$ cat src/rtl/proc_pkg.sv
// Shared definitions for the processor slice: memory geometry and the
// boot-loader state encoding.
package proc_pkg;

    localparam int DEF_ADDR_W  = 10;
    localparam int DEF_INSTR_W = 16;
    localparam int BYTE_W      = 8;

    typedef logic [2:0] state_t;

    localparam state_t ST_LEN_HI  = 3'd0;
    localparam state_t ST_LEN_LO  = 3'd1;
    localparam state_t ST_DATA_HI = 3'd2;
    localparam state_t ST_DATA_LO = 3'd3;
    localparam state_t ST_CHK     = 3'd4;
    localparam state_t ST_RELEASE = 3'd5;
    localparam state_t ST_DONE    = 3'd6;
    localparam state_t ST_ERROR   = 3'd7;

    // Byte-accepting states are encoded contiguously from LEN_HI up to CHK.
    function automatic logic accepts_bytes(input state_t s);
        return (s <= ST_CHK);
    endfunction

endpackage

$ cat src/rtl/imem_boot_loader_assembler.sv
// Pairs HI/LO stream bytes into instruction words and keeps the running
// XOR checksum over every data byte.
module boot_byte_assembler
    import proc_pkg::*;
#(
    parameter int INSTR_W = DEF_INSTR_W
) (
    input  logic               clk,
    input  logic               reset,
    input  logic               hi_en,
    input  logic               lo_en,
    input  logic [BYTE_W-1:0]  data,
    output logic [INSTR_W-1:0] word,
    output logic [BYTE_W-1:0]  checksum
);

    logic [BYTE_W-1:0] hi_byte;

    always_ff @(posedge clk) begin
        if (reset) begin
            hi_byte  <= '0;
            word     <= '0;
            checksum <= '0;
        end else begin
            if (hi_en) begin
                hi_byte  <= data;
                checksum <= checksum ^ data;
            end
            // word only changes on a LO byte, so it is stable while the
            // write strobe built from the same transfer is high.
            if (lo_en) begin
                word     <= {hi_byte, data};
                checksum <= checksum ^ data;
            end
        end
    end

endmodule

$ cat src/rtl/imem_boot_loader.sv
// Loads instruction memory from a byte stream (length, word pairs, XOR
// checksum) and holds the processor in reset until the image verifies.
module imem_boot_loader
    import proc_pkg::*;
#(
    parameter int ADDR_W      = DEF_ADDR_W,
    parameter int INSTR_W     = DEF_INSTR_W,
    parameter int RELEASE_DLY = 4
) (
    input  logic               clk,
    input  logic               reset,
    input  logic               in_valid,
    input  logic [7:0]         in_data,
    output logic               in_ready,
    output logic               imem_wr_en,
    output logic [ADDR_W-1:0]  imem_wr_addr,
    output logic [INSTR_W-1:0] imem_wr_data,
    output logic               proc_reset,
    output logic               load_done,
    output logic               load_err
);

    state_t state;
    state_t state_nxt;

    // Only the length bits that reach the address width are kept.
    logic [ADDR_W-BYTE_W-1:0] len_hi;
    logic [ADDR_W-1:0]        last_idx;
    logic [ADDR_W-1:0]        word_idx;
    logic [3:0]               rel_cnt;
    logic [BYTE_W-1:0]        checksum;

    logic xfer;
    logic last_word;
    logic hi_en;
    logic lo_en;

    assign xfer      = in_valid & in_ready;
    assign last_word = (word_idx == last_idx);
    assign hi_en     = xfer && (state == ST_DATA_HI);
    assign lo_en     = xfer && (state == ST_DATA_LO);

    boot_byte_assembler #(
        .INSTR_W (INSTR_W)
    ) u_assembler (
        .clk      (clk),
        .reset    (reset),
        .hi_en    (hi_en),
        .lo_en    (lo_en),
        .data     (in_data),
        .word     (imem_wr_data),
        .checksum (checksum)
    );

    always_comb begin
        state_nxt = state;
        case (state)
            ST_LEN_HI:  if (xfer) state_nxt = ST_LEN_LO;
            ST_LEN_LO:  if (xfer) state_nxt = ST_DATA_HI;
            ST_DATA_HI: if (xfer) state_nxt = ST_DATA_LO;
            ST_DATA_LO: if (xfer) state_nxt = last_word ? ST_CHK : ST_DATA_HI;
            ST_CHK: begin
                if (xfer) state_nxt = (in_data == checksum) ? ST_RELEASE : ST_ERROR;
            end
            ST_RELEASE: if (rel_cnt == 4'(RELEASE_DLY)) state_nxt = ST_DONE;
            default:    state_nxt = state;
        endcase
    end

    always_ff @(posedge clk) begin
        if (reset) begin
            state        <= ST_LEN_HI;
            in_ready     <= 1'b0;
            imem_wr_en   <= 1'b0;
            imem_wr_addr <= '0;
            proc_reset   <= 1'b1;
            load_done    <= 1'b0;
            load_err     <= 1'b0;
            len_hi       <= '0;
            last_idx     <= '0;
            word_idx     <= '0;
            rel_cnt      <= '0;
        end else begin
            state      <= state_nxt;
            // in_ready is registered from the next state so a terminal
            // transition closes the input on the same edge.
            in_ready   <= accepts_bytes(state_nxt);
            imem_wr_en <= 1'b0;
            proc_reset <= (state_nxt != ST_DONE);
            load_done  <= (state_nxt == ST_DONE);
            load_err   <= (state_nxt == ST_ERROR);

            case (state)
                ST_LEN_HI: if (xfer) len_hi <= in_data[ADDR_W-BYTE_W-1:0];
                ST_LEN_LO: begin
                    if (xfer) begin
                        last_idx <= {len_hi, in_data};
                        word_idx <= '0;
                    end
                end
                ST_DATA_LO: begin
                    if (xfer) begin
                        imem_wr_en   <= 1'b1;
                        imem_wr_addr <= word_idx;
                        // Holding the index on the final word keeps it from
                        // wrapping when the image fills the whole memory.
                        if (!last_word) word_idx <= word_idx + 1'b1;
                    end
                end
                ST_CHK: if (xfer) rel_cnt <= '0;
                ST_RELEASE: if (state_nxt == ST_RELEASE) rel_cnt <= rel_cnt + 1'b1;
                default: ;
            endcase
        end
    end

endmodule

$ cat config.mk
export PLATFORM = sky130hd
export DESIGN_NAME = imem_boot_loader
export DESIGN_NICKNAME = d
export VERILOG_FILES = /design/src/rtl/proc_pkg.sv /design/src/rtl/imem_boot_loader_assembler.sv /design/src/rtl/imem_boot_loader.sv
export SDC_FILE = /design/constraint.sdc
export NUM_CORES = 1
export LEC_CHECK = 0
export ABC_AREA = 1
export BUFFER_PORTS_ARGS = -buffer_cell sky130_fd_sc_hd__buf_4
export CAP_MARGIN = 25
export CORE_MARGIN = 2
export CORE_UTILIZATION = 54
export CTS_BUF_LIST = sky130_fd_sc_hd__clkbuf_4 sky130_fd_sc_hd__clkbuf_8
export DETAILED_ROUTE_END_ITERATION = 12
export PLACE_DENSITY = 0.77
export SETUP_SLACK_MARGIN = 0.5
export SLEW_MARGIN = 30
export SYNTH_ARGS = -nofsm -noshare
export SYNTH_HDL_FRONTEND = slang
export SYNTH_SLANG_ARGS = --single-unit
$ cat constraint.sdc
create_clock -name clk -period 1.4 [get_ports clk]
set_clock_uncertainty 0.15 [all_clocks]
set_input_delay 0.28 -clock clk [delete_from_list [all_inputs] [get_ports clk]]
set_output_delay 0.28 -clock clk [all_outputs]
set_load 0.01 [all_outputs]
==> results of run 1 <==
[Yosys cell counts, types with 2 or more instances]
cell	number	share of area (%)
buf_4	2	0.45
xnor2_1	5	1.3
inv_1	39	4.4
nor2_8	2	1.2
dfxtp_1	76	46
nand3_1	16	2.4
nor2_1	60	6.8
nand4_1	4	0.75
a21oi_1	58	8.8
nand2_4	2	0.68
buf_2	9	1.4
xor2_1	7	1.8
o21ai_0	52	7.8
inv_2	3	0.34
inv_4	2	0.38
nor2_2	2	0.38
ha_1	3	1.1
nand2_1	83	9.4
a211oi_1	2	0.45
clkbuf_1	7	0.79
nor3_1	4	0.60
[logic make-up after synthesis]
family | after synthesis | share of synthesized area (%)
compound gates | 114 | 17.7
xor+xnor | 12 | 3.17
fa+ha+maj | 3 | 1.13
buf+inv | 63 | 7.85
flops | 76 | 45.9
simple gates | 179 | 24.2
[metrics by stage]
step | hold WS [ps] | cell area, µm²
after CTS | 67.0 | 5360
after global placement | 316 | 4350
after detailed placement | 319 | 4350
after floorplan | 191 | 3460
[timing repair]
| action | 4_1_cts |
|---|---|
| resized for setup | 195 |
| pin swaps | 33 |
| endpoints found under the setup margin | 107 |
| hold endpoints to repair | 0 |
| hold buffers | 0 |
| cloned | 6 |
| setup buffers | 28 |
==> flow_summary.yaml, run 1 <==
die:
  rows: 28
  boundaryPins: 42
  start_util_pct: 56.0
  die_w_um: 82.4
  die_h_um: 82.4
outcome:
  stop_stage: "global routing (5_1_grt)"
  outcome: "aborted with a tool error"
  firstError: "[ERROR DPL-0038] Utilization greater than 100%, impossible to legalize"
cts:
  numCtsBuffers: 9
  htree_num_levels: 3
  cts.sinks: 76
  cts_buffer_depth: 2
  cts_root_buf: "clkbuf_8"
placed_design:
  hpwlAfterDp_um: 6190
  place_ws_ps: -224
  io_buffer_count: 41
  place.gp.congestion: 0.876
  dp.cells: 616
timing:
  worstEpCategory: "register input"
  crit_endpoint: "load_err$_SDFF_PP0_/D"
synthesis:
  yosysSeqAreaShare_pct: 45.9
  synthArstFlopShare_pct: 0
  synth_edf_count: 0
  yosys_most_used_dff: "dfxtp_1"
  syn_nets: 461
  avgSynthCellArea_um2: 7.42
  yosys_register_bits: 76
  yosysWarnings: 0
  netlist_instances: 447
  syn-cell-area_mm2: 0.00332
  yosysUniqueCellTypes: 30
global_route:
  grt_start_max_net_pins: 52
==> run 2: changes to the inputs <==
--- a/config.mk
+++ b/config.mk
@@ -9,11 +9,9 @@
 export BUFFER_PORTS_ARGS = -buffer_cell sky130_fd_sc_hd__buf_4
 export CAP_MARGIN = 25
 export CORE_MARGIN = 2
-export CORE_UTILIZATION = 54
-export CTS_BUF_LIST = sky130_fd_sc_hd__clkbuf_4 sky130_fd_sc_hd__clkbuf_8
+export CORE_UTILIZATION = 40
 export DETAILED_ROUTE_END_ITERATION = 12
-export PLACE_DENSITY = 0.77
-export SETUP_SLACK_MARGIN = 0.5
+export PLACE_DENSITY_LB_ADDON = 0.15
 export SLEW_MARGIN = 30
 export SYNTH_ARGS = -nofsm -noshare
 export SYNTH_HDL_FRONTEND = slang
==> constraint.sdc (replaced) <==
create_clock -name clk -period 1.8 [get_ports clk]
set_clock_uncertainty 0.15 [all_clocks]
set_input_delay 0.36 -clock clk [delete_from_list [all_inputs] [get_ports clk]]
set_output_delay 0.36 -clock clk [all_outputs]
set_load 0.01 [all_outputs]
==> flow_summary.yaml, run 2 <==
outcome:
  outcome: "completed"
die:
  die_w_um: 95.0
  fp.coreArea_mm2: 0.00813
  rows: 33
  die_h_um: 95.0
  boundaryPins: 42
  start_util_pct: 40.8
  dieArea_mm2: 0.00903
synthesis:
  yosysWarnings: 0
  ys_top_cells_by_count: "nand2_1, dfxtp_1, nor2_1, a21oi_1, o21ai_0"
  netlist_instances: 447
  ys_top_cells_by_area: "dfxtp_1, nand2_1, a21oi_1"
  yosysTopAreaCellShare_pct: 45.9
  syn_nets: 461
  avgSynthCellArea_um2: 7.42
  yosysUniqueCellTypes: 30
  syn-cell-area_mm2: 0.00332
  yosysMostFrequentCell: "nand2_1"
  yosysSeqAreaShare_pct: 45.9
  yosysTopAreaCell: "dfxtp_1"
  synthArstFlopShare_pct: 0
  synth_edf_count: 0
  yosys_most_used_dff: "dfxtp_1"
  yosys_register_bits: 76
cts:
  worstSkewPairLatency_ps: 350
  cts.sinks: 76
  cts_root_buf: "clkbuf_8"
  cts_tree: "built"
  cts_buffer_depth: 2
  htree_num_levels: 3
  numCtsBuffers: 9
  path_clk_slew_ps: 80
routing:
  dr.pass1.iters: 4
  ant_nets: 0
  via_per_inst: 4.81
  drtIter0Drc: 164
  via_count: 3026
  drt-wirelength-per-cell_um: 12.6
  wirelength_um: 7950
  drc: 0
final_layout:
  final_cell_mix: "nand2_1, dfxtp_1, buf_4"
  diodes: 0
  layout_commonest_cell: "nand2_1"
  post-route-util_pct: 52.5
  drive_gt1_share_pct: 22.7
  regMostFlops: "u_assembler.word"
  largest_reg_flops: 16
  fin_nets: 533
  area_delta_synth_final_pct: 28.9
critical_path:
  worst-path-max-fanout: 9
  critPathArrivalTime_ps: 1750
  crit_family: "simple AND/OR/NAND/NOR gates"
  critPathCaptureType: "flop"
  crit_type: "reg -> reg"
  cp_cell_sequence: "inv_4 > nand2_4 > nor2_8 > inv_4 > nor2_8 > buf_12 > nand4_4 > a21oi_4 > nand3_2"
  start_kind: "flop"
  worst-path-buf-inv: 3
  slowest_delay_ps: 360
  required_ps: 1890
  critPathSlowestCell: "dfxtp_2"
  reg2reg_slack_ps: 130
job:
  maxCapViolCount: 0
timing:
  relSlewSlack_pct: 82.9
  timing.fmax_ghz: 0.600
  setup_tns_ps: 0
  drv_slew: 0
  period_share_pct: 92.6
  worst_slew_pin_slew_ps: 255
  hold_violations: 0
  setup_ws_ps: 133
  timing.final.crit_period_ps: 1670
  rsz0062_at_grt: "false"
  finalSetupViolCount: 0
global_route:
  grt_pass1_vias: 2832
  grt_pass1_wl_um: 13300
  grt_overflow: 0
  antenna_found_initial: 0
  gr-usage-all-layers_pct: 19.1
  grt_start_max_net_pins: 53
pwr:
  ir_drop_uv: 452
  p_leak_nw: 1.94
  powerDensity_mw_per_mm2: 836
placed_design:
  place_ws_ps: 81.0
  place.gp.congestion: 0.865
  io_buffer_count: 41
  hpwlAfterDp_um: 5740
worst_hold_path:
  hp-class: "in -> reg"
[run 2: cell counts after synthesis]
Identical to the previous run, type by type.
[run 2: kinds of logic after synthesis]
kind of cell	Yosys count	share of synthesized area, %
compound gates	114	17.7
fa+ha+maj	3	1.13
simple gates	179	24.2
flops	76	45.9
buf+inv	63	7.85
xor+xnor	12	3.17
[run 2: final cells by class]
cell class | instances | area (µm²)
clock inverters | 7 | 123
flip-flops and latches | 76 | 1530
repair buffers | 78 | 639
inverters | 45 | 178
well taps | 105 | 131
repair inverters | 1 | 5.00
fillers | 806 | 3860
multi-input cells | 308 | 1550
clock buffers | 9 | 124
[run 2: final timing paths]
check,start,end,depth (start not counted)
setup / recovery,state[2],proc_reset,9
hold / removal,in_data[5],u_assembler.hi_byte[5],3
setup reg to reg,state[2],proc_reset,9
hold reg to reg,last_idx[0],last_idx[0],2
[run 2: stage by stage]
step	hold slack [ps]	instance area, µm²	power [mW]	std cells
final	148	4270	3.58	629
after global routing	173	4270	3.69	629
after CTS	141	4200	3.59	624
after detailed placement	310	3950	2.00	608
after global placement	307	3950	2.00	608
after floorplan	280	3320	1.90	447
[run 2: worst register-to-register path: stages, from the launching register on]
cell	delay, ps
dfxtp_2	360
inv_4	100
nand2_4	70
nor2_8	110
inv_4	90
nor2_8	140
buf_12	140
nand4_4	120
a21oi_4	170
nand3_2	100
[run 2: repair_timing]
| item | in CTS | in global routing |
|---|---|---|
| hold buffers | 0 | 0 |
| endpoints found under the setup margin | 0 | 29 |
| resized for setup | 0 | 9 |
| buffers inserted | 0 | 4 |
[run 2: power breakdown]
part,switching [mW],internal (mW)
Clock,0.675,0.927
Combinational,0.154,0.103
Sequential,0.0149,1.70
[run 2: metal layers]
metal / routed length [µm] / GRT usage [%]
met1: 3760 / 24.8
met2: 3760 / 31.3
met3: 291 / 3.32
met4: 139 / 8.33
met5: 0 / 0
Power figures use the tool's default switching activity.
